<file path="src/rtl/pc_branch_sequencer.sv">
// pc_branch_sequencer: fetch/issue sequencer holding the program counter.
// Fetches one instruction word at a time, presents it downstream until
// accepted, then advances the PC by 4 or to a taken-branch target.
// Optional feature macro: PC_BRANCH_SEQUENCER_JUMP_EN adds J-type jumps
// (jump wins over a taken branch). Without it the jump ports are ignored.
module pc_branch_sequencer #(
    parameter logic [31:0] RESET_PC = 32'h0000_0000
) (
    input  logic        clk,
    input  logic        reset,
    output logic        imem_req,
    output logic [31:0] imem_addr,
    input  logic        imem_ack,
    input  logic [31:0] imem_rdata,
    output logic        instr_valid,
    output logic [31:0] instr_out,
    input  logic        stall,
    input  logic        branch_valid,
    input  logic        branch_taken,
    input  logic [31:0] branch_imm,
    input  logic        jump_valid,
    input  logic [25:0] jump_index,
    output logic [31:0] pc_out,
    output logic [31:0] pc_plus4
);

    typedef enum logic [1:0] {
        IDLE  = 2'b00,
        FETCH = 2'b01,
        ISSUE = 2'b10
    } state_t;

    // Low address bits of the reset vector are dropped so the PC is always word aligned.
    localparam logic [31:0] RESET_PC_ALIGNED = {RESET_PC[31:2], 2'b00};

    state_t      state_r;
    logic [31:0] pc_r;
    logic [31:0] pc_plus4_r;
    logic [31:0] instr_r;
    logic        imem_req_r;
    logic        instr_valid_r;

    logic [31:0] branch_off_s;
    logic [31:0] next_pc_s;

`ifdef PC_BRANCH_SEQUENCER_JUMP_EN
    // Upper offset bits shift out of the 32-bit word; they are deliberately dropped.
    logic        unused_s;
    assign unused_s = &{1'b0, branch_imm[31:30]};
`else
    // Jump ports exist but carry no function in this build.
    logic        unused_s;
    assign unused_s = &{1'b0, branch_imm[31:30], jump_valid, jump_index};
`endif

    // Next-PC selection used on acceptance: sequential, taken branch, or jump.
    always_comb begin
        branch_off_s = {branch_imm[29:0], 2'b00};
        next_pc_s    = pc_plus4_r;
`ifdef PC_BRANCH_SEQUENCER_JUMP_EN
        if (jump_valid) begin
            next_pc_s = {pc_plus4_r[31:28], jump_index, 2'b00};
        end else if (branch_valid && branch_taken) begin
            next_pc_s = pc_plus4_r + branch_off_s;
        end else begin
            next_pc_s = pc_plus4_r;
        end
`else
        if (branch_valid && branch_taken) begin
            next_pc_s = pc_plus4_r + branch_off_s;
        end else begin
            next_pc_s = pc_plus4_r;
        end
`endif
    end

    // Sequencer FSM with PC, latched instruction and registered handshake outputs.
    always_ff @(posedge clk) begin
        if (reset) begin
            state_r       <= IDLE;
            pc_r          <= RESET_PC_ALIGNED;
            pc_plus4_r    <= RESET_PC_ALIGNED + 32'd4;
            instr_r       <= 32'h0000_0000;
            imem_req_r    <= 1'b0;
            instr_valid_r <= 1'b0;
        end else begin
            case (state_r)
                IDLE: begin
                    state_r    <= FETCH;
                    imem_req_r <= 1'b1;
                end
                FETCH: begin
                    if (imem_ack) begin
                        instr_r       <= imem_rdata;
                        state_r       <= ISSUE;
                        imem_req_r    <= 1'b0;
                        instr_valid_r <= 1'b1;
                    end
                end
                ISSUE: begin
                    if (!stall) begin
                        pc_r          <= next_pc_s;
                        pc_plus4_r    <= next_pc_s + 32'd4;
                        state_r       <= FETCH;
                        instr_valid_r <= 1'b0;
                        imem_req_r    <= 1'b1;
                    end
                end
                default: begin
                    state_r       <= IDLE;
                    imem_req_r    <= 1'b0;
                    instr_valid_r <= 1'b0;
                end
            endcase
        end
    end

    assign imem_req    = imem_req_r;
    assign imem_addr   = pc_r;
    assign instr_valid = instr_valid_r;
    assign instr_out   = instr_r;
    assign pc_out      = pc_r;
    assign pc_plus4    = pc_plus4_r;

endmodule

</file>
<file path="config.mk">
export PLATFORM = sky130hd
export DESIGN_NAME = pc_branch_sequencer
export DESIGN_NICKNAME = d
export VERILOG_FILES = /design/src/rtl/pc_branch_sequencer.sv
export SDC_FILE = /design/constraint.sdc
export NUM_CORES = 1
export LEC_CHECK = 0
export ABC_AREA = 1
export CORE_ASPECT_RATIO = 1.5
export CORE_UTILIZATION = 30
export CTS_CLUSTER_DIAMETER = 200
export CTS_CLUSTER_SIZE = 8
export DETAILED_ROUTE_END_ITERATION = 8
export PLACE_DENSITY = 0.62
export SKIP_LAST_GASP = 1
export SYNTH_ARGS = -nofsm -noshare
export SYNTH_HDL_FRONTEND = slang
export SYNTH_SLANG_ARGS = --single-unit
</file>
<file path="constraint.sdc">
create_clock -name clk -period 2.6 [get_ports clk]
set_clock_uncertainty 0.1 [all_clocks]
set_input_delay 0.39 -clock clk [delete_from_list [all_inputs] [get_ports clk]]
set_output_delay 0.39 -clock clk [all_outputs]
set_load 0.05 [all_outputs]
</file>
==> flow_metrics.tcl <==
set metrics [dict create \
    vias_per_cell 4.61 \
    vdd_drop_max_uv 325 \
    synth-edff-count 0 \
    drive_above_1_share 0.300 \
    place_area_um2 10800 \
    cp.depth 16 \
    async_flop_share 0 \
    worstPathRequired_ps 2750 \
    worstPathCellList "ha_4 -> inv_2 -> fa_2 -> o21ai_4 -> nand2_2 -> nor2_4 -> nand3_2 -> nor2_4 -> nand2_2 -> nor2_4 -> nand3_4 -> nor2_4 -> and3_4 -> nand2_1 -> nand2_1 -> a21oi_2" \
    cts_tree "yes" \
    yosysSeqAreaShare 0.259 \
    crit_family "simple AND/OR/NAND/NOR gates" \
    grt_pass1_vias 8599 \
    slowest_delay_ps 450 \
    min_to "state_r[0]" \
    setup_violations 18 \
    drv_slew 0 \
    ys_seq_elements 95 \
    drv_cap 0 \
    final_common_cell "nand2_1" \
    worst_pin_slew_ps 1000 \
    p_leak_nw 5.73 \
    clk_pin_slew_ps 70 \
    hold_class "reg -> reg" \
    vias 8657 \
    r2r_cells 16 \
    clock_sinks 95 \
    min_period_ps 2790 \
    fmax_mhz 358 \
    wl_per_cell_um 14.3 \
    start_util 0.307 \
    port_buffers 191 \
    post-route-util 0.506 \
    critPathCaptureType "flip-flop" \
    violations "negative setup slack" \
    pwr_density_cell_nw_per_um2 362 \
    root_buffer "clkbuf_16" \
    fin_nets 1682 \
    cp_max_fo 5 \
    start_kind "flip-flop" \
    reg2reg_from "pc_plus4[2]" \
    drc 0 \
    dpl.cell_count 1835 \
    ant_nets 0 \
    die_y_um 194 \
    setup_slack_ps -189 \
    syn_area_um2 7350 \
    design_area_um2 12100 \
    first_pass_iters 4 \
    layout.cells.non_filler 1877 \
    cts_hold_buf 0 \
    yosys.area.top_type "dfxtp_1" \
    place_congestion 0.941 \
    holdWs_ps 370 \
    synthTopCellsByArea "dfxtp_1, nand2_1, inv_1" \
    place_hpwl_um 20800 \
    critical_path_class "reg -> reg" \
    synthFlopType "dfxtp_1" \
    synth_cells 1211 \
    antenna_found_initial 0 \
    gr-total-overflow 0 \
    die-area_um2 25100 \
    fin_crit_sh 1.07 \
    crit_slowest_cell "fa_2" \
    reg2reg_to "pc_plus4[21]" \
    grt_start_max_net_pins 62 \
    diodes 0 \
    cp-startpoint "pc_plus4[2]" \
    synth.distinct_cells 45 \
    grt_pass1_wl_um 42100 \
    die_w_um 130 \
    core_um2 23900 \
    drt_iter0_drc 370 \
    rrSetupSlack_ps -190 \
    grt_util_all_layers 0.214 \
    boundaryPins 227 \
    relSlewSlack 0.332 \
    clockBufferDepth 2 \
    synth_top_area_share 0.259 \
    min_from "state_r[1]" \
    avgSynthCellArea_um2 6.07 \
    setup_tns_ps -2200 \
    clock_latency_ps 350 \
    arrival_ps 2940 \
    crit_top_cell "nor2_4" \
    area_growth_pct 64.6 \
    cts_buffers 9 \
    path_buf_inv 1 \
    fp-row-count 69 \
    finalHoldViolations 0 \
    whs_path_depth 1 \
    routed_wl_um 26800 \
    htreeDepth 3 \
    mostFrequentLayoutCells "nand2_1, buf_4, clkdlybuf4s50_1, inv_1, nor2_1" \
    ys_warn_count 0 \
    grt_setup_unrepaired "true" \
    status "finished, violations left" \
]
-- state kept, by name, summed over array words and instances (netlist names) --
name,count
instr_valid,1
state_r,2
instr_out,32
imem_addr,30
pc_plus4,30
-- per-layer routing --
layer  GRT usage  wire, um  vias up
met2       0.376     13400      225
met4       0.105      1100        0
met1       0.253     11200     3952
li1            -         -     4422
met5           0         0        -
met3      0.0229      1080       58
-- per-stage QoR --
stage / setup slack [ps] / total power [mW]
after floorplan: -49.0 / 2.33
after global placement: -690 / 2.88
after detailed placement: -735 / 2.89
after CTS: -186 / 4.40
after global routing: -351 / 4.58
final: -189 / 4.38
-- Yosys cell counts (all sizes together) (10+ instances only) --
| master | n |
|---|---|
| inv | 178 |
| nand2 | 394 |
| o21ai | 64 |
| buf | 47 |
| a21oi | 53 |
| nand4 | 20 |
| dfxtp | 95 |
| clkbuf | 23 |
| nand3 | 85 |
| ha | 30 |
| nor3 | 10 |
| nor2 | 164 |
-- where the power goes --
group	total (mW)	switching (mW)	internal [mW]
combinational	1.40	0.818	0.584
clock	1.41	0.586	0.827
sequential	1.56	0.0448	1.52
total	4.38	1.45	2.93
-- cell type report --
class	count	area, um2
fill	2403	11800
multi-input combinational	870	5160
timing repair buffer	397	3610
sequential	95	1930
inverter	181	682
tap	319	399
clock buffer	11	264
clock inverter	4	52.6
-- worst max path at each step --
stage / to / slack (ps)
2_1_floorplan: pc_plus4[26] / -50
3_3_place_gp: pc_plus4[28] / -690
3_5_place_dp: pc_plus4[28] / -730
4_1_cts: pc_plus4[21] / -190
5_1_grt: pc_plus4[21] / -350
6_report: pc_plus4[21] / -190
-- logic make-up after synthesis --
| group | Yosys count | synth area share |
|---|---|---|
| flops | 95 | 0.259 |
| simple gates | 687 | 0.426 |
| buf+inv | 251 | 0.149 |
| xor+xnor | 10 | 0.0119 |
| fa+ha+maj | 31 | 0.0538 |
| compound gates | 136 | 0.100 |
| other cells | 1 | 0.000510 |
-- timing repair --
item | 4_1_cts | 5_1_grt
endpoints found under the hold margin | 0 | 0
setup endpoints to repair | 25 | 29
pin swaps | 48 | 78
setup buffers | 19 | 12
resized for setup | 90 | 95
-- worst reg2reg max path: cells and delay by family (launching register included) --
kind                       cells  cell delay [ps]
and+or+nand+nor               11             1350
AOI/OAI and AO/OA              2              230
adders and majority gates      2              610
buffers and inverters          1               40
DFF                            1              350
Note: power is estimated with default switching activity, not from simulation.
